**config.mk**
```make
export PLATFORM = sky130hd
export DESIGN_NAME = seg_scan_decoder
export DESIGN_NICKNAME = d
export VERILOG_FILES = /design/src/rtl/seg_scan_decoder.sv
export SDC_FILE = /design/constraint.sdc
export NUM_CORES = 1
export LEC_CHECK = 0
export ABC_AREA = 1
export BUFFER_PORTS_ARGS = -buffer_cell sky130_fd_sc_hd__buf_2
export CAP_MARGIN = 20
export CORE_MARGIN = 2
export CORE_UTILIZATION = 45
export DETAILED_ROUTE_END_ITERATION = 16
export PLACE_DENSITY = 0.69
export SLEW_MARGIN = 5
export SYNTH_ARGS = -nofsm -noshare
export SYNTH_HDL_FRONTEND = slang
export SYNTH_SLANG_ARGS = --single-unit
```
**constraint.sdc**
```tcl
create_clock -name clk -period 2.6 [get_ports clk]
set_input_delay 0.13 -clock clk [delete_from_list [all_inputs] [get_ports clk]]
set_output_delay 0.13 -clock clk [all_outputs]
set_load 0.005 [all_outputs]
```
**src/rtl/seg_scan_decoder.sv**
```systemverilog
`timescale 1ns/1ps
// seg_scan_decoder
// Multiplexed 7-segment display driver. A simple write port stores up to NDIG
// 4-bit hex digits, each with its own blank flag. The driver decodes each digit
// to active-low segments. It then scans the digits onto one shared segment bus
// and drives active-low digit enables.
//
// Ports:
//   clk        system clock
//   rst        asynchronous active-high reset (clears stored digits too)
//   en         display enable; 0 = dark, scan held at digit 0
//   wr_en      write strobe, sampled every rising edge
//   wr_idx     digit to write; indices >= NDIG are ignored
//   wr_data    hex value to store
//   wr_blank   1 = stored digit is blanked
//   an         digit enables, active-low, one-hot-low or all ones
//   seg        segments, active-low, seg[6]=a .. seg[0]=g
//   frame_done one-cycle pulse after the scan wraps back to digit 0
module seg_scan_decoder #(
  parameter int NDIG     = 8,
  parameter int SCAN_DIV = 1000
) (
  input  logic            clk,
  input  logic            rst,
  input  logic            en,
  input  logic            wr_en,
  input  logic [2:0]      wr_idx,
  input  logic [3:0]      wr_data,
  input  logic            wr_blank,
  output logic [NDIG-1:0] an,
  output logic [6:0]      seg,
  output logic            frame_done
);

  // Degenerate NDIG=1 / SCAN_DIV=1 still get 1-bit counters that simply stay 0.
  localparam int DPW = (NDIG > 1) ? $clog2(NDIG) : 1;
  localparam int PCW = (SCAN_DIV > 1) ? $clog2(SCAN_DIV) : 1;
  localparam logic [DPW-1:0] DP_LAST = DPW'(NDIG - 1);
  localparam logic [PCW-1:0] PC_LAST = PCW'(SCAN_DIV - 1);
  localparam logic [6:0]     SEG_OFF = 7'h7F;

  logic [3:0]      digit_val [NDIG];
  logic [NDIG-1:0] digit_blank;
  logic [PCW-1:0]  pc;
  logic [DPW-1:0]  dp;
  logic            tick;
  logic            wr_hit;

  assign tick   = (pc == PC_LAST);
  assign wr_hit = wr_en && (32'(wr_idx) < NDIG);

  // Hex to active-low a..g pattern.
  function automatic logic [6:0] decode(input logic [3:0] v);
    logic [6:0] s;
    case (v)
      4'h0: s = 7'b0000001;
      4'h1: s = 7'b1001111;
      4'h2: s = 7'b0010010;
      4'h3: s = 7'b0000110;
      4'h4: s = 7'b1001100;
      4'h5: s = 7'b0100100;
      4'h6: s = 7'b0100000;
      4'h7: s = 7'b0001111;
      4'h8: s = 7'b0000000;
      4'h9: s = 7'b0000100;
      4'hA: s = 7'b0001000;
      4'hB: s = 7'b1100000;
      4'hC: s = 7'b0110001;
      4'hD: s = 7'b1000010;
      4'hE: s = 7'b0110000;
      default: s = 7'b0111000;
    endcase
    return s;
  endfunction

  // Digit storage. Reset leaves every digit blanked, so the display comes up dark.
  // Out-of-range indices never reach the array because wr_hit filters them.
  always_ff @(posedge clk or posedge rst) begin
    if (rst) begin
      for (int i = 0; i < NDIG; i++) digit_val[i] <= 4'h0;
      digit_blank <= '1;
    end else if (wr_hit) begin
      digit_val[wr_idx[DPW-1:0]]   <= wr_data;
      digit_blank[wr_idx[DPW-1:0]] <= wr_blank;
    end
  end

  // Prescaler and digit pointer. Dropping en parks the scan at digit 0, so a
  // re-enable always starts a fresh frame. frame_done is registered alongside
  // the wrap of dp, so it is high during the first cycle of the new frame.
  always_ff @(posedge clk or posedge rst) begin
    if (rst) begin
      pc         <= '0;
      dp         <= '0;
      frame_done <= 1'b0;
    end else if (!en) begin
      pc         <= '0;
      dp         <= '0;
      frame_done <= 1'b0;
    end else if (tick) begin
      pc         <= '0;
      dp         <= (dp == DP_LAST) ? '0 : dp + DPW'(1);
      frame_done <= (dp == DP_LAST);
    end else begin
      pc         <= pc + PCW'(1);
      frame_done <= 1'b0;
    end
  end

  // Output register. The register computes an and seg from the same pre-edge dp.
  // Both outputs therefore switch together and no digit shows a neighbour's pattern.
  always_ff @(posedge clk or posedge rst) begin
    if (rst) begin
      an  <= '1;
      seg <= SEG_OFF;
    end else if (!en) begin
      an  <= '1;
      seg <= SEG_OFF;
    end else begin
      an  <= ~(NDIG'(1) << dp);
      seg <= digit_blank[dp] ? SEG_OFF : decode(digit_val[dp]);
    end
  end

endmodule

```
* Word level (Yosys, flattened, before mapping)
Memories as Yosys holds them, arrays and structs flattened. Cells that the tools add are included. W data, S select, Z words.
Cells by class: add/sub/neg operators 2, $lt $le $gt $ge 6, equality and inequality tests 3, shifts and indexed selects 1, mux-type cells 21, bitwise operators 3, reductions and logical operators 2
Operators by type and width (number):
- $bwmux W32 | 1
- $mux W10 | 2
- $mux W7 | 2
- $bmux W4 S3 | 1
- $demux W4 S3 | 1
- $mux W4 | 3
- $add A10 B1 Y10 const B | 1
- $eq A10 B10 Y1 const B | 1
- $mux W3 | 3
- $bwmux W8 | 1
- $ge A4 B4 Y1 const B | 2
- $lt A3 B4 Y1 const B | 2
- $mux W8 | 1
- $not A3 Y4 | 2
- $not A8 Y8 | 1
- $shl A1 B3 Y8 const A | 1
- $lt A4 B1 Y1 const B | 1
- $mux W1 | 4
- $add A3 B1 Y3 const B | 1
- $bmux W1 S3 | 1
- $demux W1 S3 | 1
- $eq A3 B3 Y1 const B | 1
- $ge A3 B1 Y1 const B | 1
- $logic_and A1 B1 Y1 | 2
- $ne A2 B1 Y1 const B | 1
Storage, ports and cells: register bits 69, bits in read-only memories 112, input bits 12, output and inout bits 16, logic and storage cells 53, memories kept 1
Memories:
- (name not given) | words 16, width 7, rd ports 1, clocked after Yosys merged registers in 0, write ports 0, RTL line 55 | case (v)

* Longest topological paths before layout
An unclocked memory read counts as a cell.
word-level depth 7, mapped depth 13, gate-level depth less buffers 11

* Least setup slack after synthesis
No wires, ideal clock.
path type reg2reg, from reg dp[0], to reg seg[3], library setup time 82 ps, arrival 1580 ps, data required time 2518 ps, setup slack 938 ps, cell stages (with the launch flop) 12, path buffers 2, clock period less this slack 1662 ps, cell sequence dfrtp_1 > buf_6 > buf_4 > o211ai_1 > nand3_1 > nand2_2 > inv_1 > ha_1 > nand3_1 > nand2_1 > nand2_1 > nand3_1
On the way: cells in the longest elaborated chain, start to end 7
RTL lines:
- start: declaration | RTL line 45 | logic [DPW-1:0] dp;
- start signal: assignment | RTL line 102 | dp <= (dp == DP_LAST) ? '0 : dp + DPW'(1);
- $not A3 Y4 (not written as such) | RTL line 121 | seg <= digit_blank[dp] ? SEG_OFF : decode(digit_val[dp]);
- $bmux W4 S3 | RTL line 121
- $mux W4 (not written as such) (2 in series) | RTL line 121
- $mem_v2 Z16 W7
- $mux W7 (*) | RTL line 121
- $mux W7 (*) | RTL line 116 | end else if (!en) begin
- end signal: assignment | RTL line 121
- end: declaration | RTL line 31 | output logic [6:0] seg,
Mark *: on every way between the ends. The rest lies on a longest branch, timed or not. The select of a mux whose other input is x is not followed. A chain may end at the register's enable or synchronous reset.

* Final worst setup path
from reg dp[0], to reg seg[5]
Same word-level chain as after synthesis.

==> out/summary.txt <==
Outcome: finished, final reports clean
RSZ-0062 raised after global routing: false
Std-Cell Rows: 31
Pleak: 1.85 nW
Setup Fix Bufs, Post-CTS: 0
Asr flop ratio synth: 1.00
Logic pwr share: 0.210
Clock buffer depth: 2
Cells after Synth: 398
Crit Path Max Fanout: 20
Antenna viol nets, final: 0
Final clock skew: 0.00925 ns
Die width: 90.5 um
Slew Limit Fails: 0
Placed Area: 3600 um2
Area leader, netlist: dfrtp_1
Sequential share of the synthesized area: 0.521
PostCTS Resize Cnt: 0
CTS tree: done
Antenna cells: 0
Area of the multi-input gates: 1390 um2
Initial Util: 0.464
Sw power: 0.874 mW
Hold Buf Count CTS: 4
Clock Power Share: 0.316
Post-Syn Area: 3370 um2
Internal power: 1.99 mW
Worst hold path class: in2reg
Register area: 1760 um2
Slew @ Worst Pin: 0.663 ns
Synth top area share: 0.342
Synth Warn #: 0
Top_reg_cell synth: dfrtp_1
DP Wirelength: 4.81 mm
Crit. End Element: register
Top cells by area, synth: dfrtp_1 34%, dfstp_2 18%, nand2_1 13%
Slew HR: 0.557
Final-layout fill cell count: 710
Clock Pin Slew Worst Setup and Hold Paths: 0.08 ns
Max IR drop VDD: 0.332 mV
EDFF count, synth: 0
Sw Share: 0.305
Final TNS setup: 0 ns
CP arrival: 2.43 ns
Number of port buffers: 27
Final wirelength: 6.86 mm
Clk Latency, worst-skew pair: 0.35 ns
Initial antenna violation count: 0
Clk root buf: clkbuf_8
Distinct cells, synth: 32
Drt drc: 0
Max Fclk: 465 MHz
Reg power frac: 0.474
Post-synthesis net count: 423
Cell area after layout: 3850 um2
Crit Path Class: reg2reg
Vias in the first global route: 2533
Worst Path Required: 2.88 ns
Core area: 7250 um2
CTS Buf Count: 9
Min Tclk post-route: 2.15 ns
Top-count cell post-synth: nand2_1
Startpoint class of the critical path: register
Total grt overflow: 0
# nets final: 461
Die area: 8190 um2
Vias per inst: 4.97
Synth cell count leaders: 120 x nand2_1, 46 x dfrtp_1, 44 x o21ai_0
Sink Count: 69
Final hold vios: 0
WL/cell: 12.7 um
Synth Area per Inst: 8.46 um2
Num ports: 28
Share of layout cells above drive strength 1: 0.206
First-pass iteration count of the detailed router: 4
Power Dens Cells: 744 nW/um2
GP Congestion: 0.860
H-Tree Depth: 3
Largest net degree at the start of global routing: 38
#FFs+latches synth: 69
Crit share post-route: 0.828
Max-Cap Viols: 0
Vias: 2685
First-pass GRT wire length: 11.9 mm
Initial drt markers: 173
Total track usage: 0.182
Die Ht: 90.5 um
Synthesis-to-finish area growth: 14.3%
Final Setup Violations: 0
[cell usage in the layout (no fill, tap or decap), drive strengths merged]
| cell type | instances |
|---|---|
| a21oi | 4 |
| a31oi | 1 |
| nand2 | 125 |
| o21ai | 50 |
| o31ai | 1 |
| dlygate4sd3 | 4 |
| dfstp | 23 |
| nor2 | 44 |
| clkinvlp | 2 |
| xnor2 | 1 |
| a31o | 1 |
| dfrtp | 46 |
| ha | 13 |
| nand4 | 2 |
| o211ai | 5 |
| o21a | 1 |
| bufinv | 1 |
| clkbuf | 11 |
| nand3 | 28 |
| clkinv | 2 |
| buf | 30 |
| nor3 | 5 |
| inv | 41 |
[power groups by stage]
stage | clock, mW | sequential (mW) | combinational, mW
detailed placement | 0 | 1.38 | 0.594
floorplan | 0 | 1.36 | 0.450
finish | 0.904 | 1.36 | 0.601
global placement | 0 | 1.37 | 0.583
global route | 0.972 | 1.38 | 0.691
CTS | 0.925 | 1.36 | 0.602
[worst paths after layout]
kind	slack (ns)	cells after the start	end	start
setup reg to reg	0.45	9	seg[5]	dp[0]
max in group asynchronous	1.48	4	digit_blank[3]	rst
min in group asynchronous	0.42	3	pc[1]	rst
setup / recovery	0.45	9	seg[5]	dp[0]
hold reg to reg	0.49	2	digit_val[25]	digit_val[25]
hold / removal	0.01	3	digit_val[0]	wr_data[0]
[sequential cells by signal, summed over array words and instances (netlist names)]
signal	count
an	8
pc	10
dp	3
seg	7
digit_blank	8
frame_done	1
digit_val	32
[logic make-up (layout without fill, tap and decap cells)]
| kind of cell | after synthesis | in the layout | synth area share |
|---|---|---|---|
| AOI/OAI and AO/OA | 63 | 63 | 0.103 |
| xor gates and xnor gates | 1 | 1 | 0.00260 |
| adders and majority gates | 13 | 13 | 0.0483 |
| buffers and inverters | 48 | 91 | 0.0650 |
| DFF | 69 | 69 | 0.521 |
| and+or+nand+nor | 204 | 204 | 0.260 |
[stage by stage]
stage | hold WS (ns) | utilization | worst slack, ns | power, mW | cells
after floorplan | 0.169 | - | 0.768 | 1.81 | 398
after global placement | 0.268 | 0.496 | 0.591 | 1.96 | 520
after detailed placement | 0.261 | 0.496 | 0.499 | 1.97 | 520
after CTS | 0.000779 | 0.531 | 0.476 | 2.88 | 540
after global routing | 0.0184 | 0.531 | 0.218 | 3.04 | 540
final | 0.0115 | 0.531 | 0.448 | 2.86 | 540
[routing by layer]
metal | share of wire | global-route usage
met5 | 0 | 0
met4 | 0.021 | 0.0872
met3 | 0.049 | 0.0301
met2 | 0.45 | 0.276
met1 | 0.47 | 0.255
[layout make-up]
class / count / share of cell area
Sequential cell: 69 / 0.456
Multi-Input combinational cell: 281 / 0.362
Timing Repair Buffer: 34 / 0.0546
Inverter: 41 / 0.0406
Clock buffer: 11 / 0.0393
Tap cell: 99 / 0.0322
Clock inverter: 5 / 0.0153
[critical path, cell delays in order (launching register included)]
cell and delay (ns):
dfrtp_1 0.74, inv_4 0.22, o21ai_1 0.25, nand3_1 0.11, nand2_1 0.19, ha_1 0.26, nand3_1 0.12, nor2_1 0.05
nor2_1 0.08, nand2_1 0.05
(Power assumes the default switching activity.)
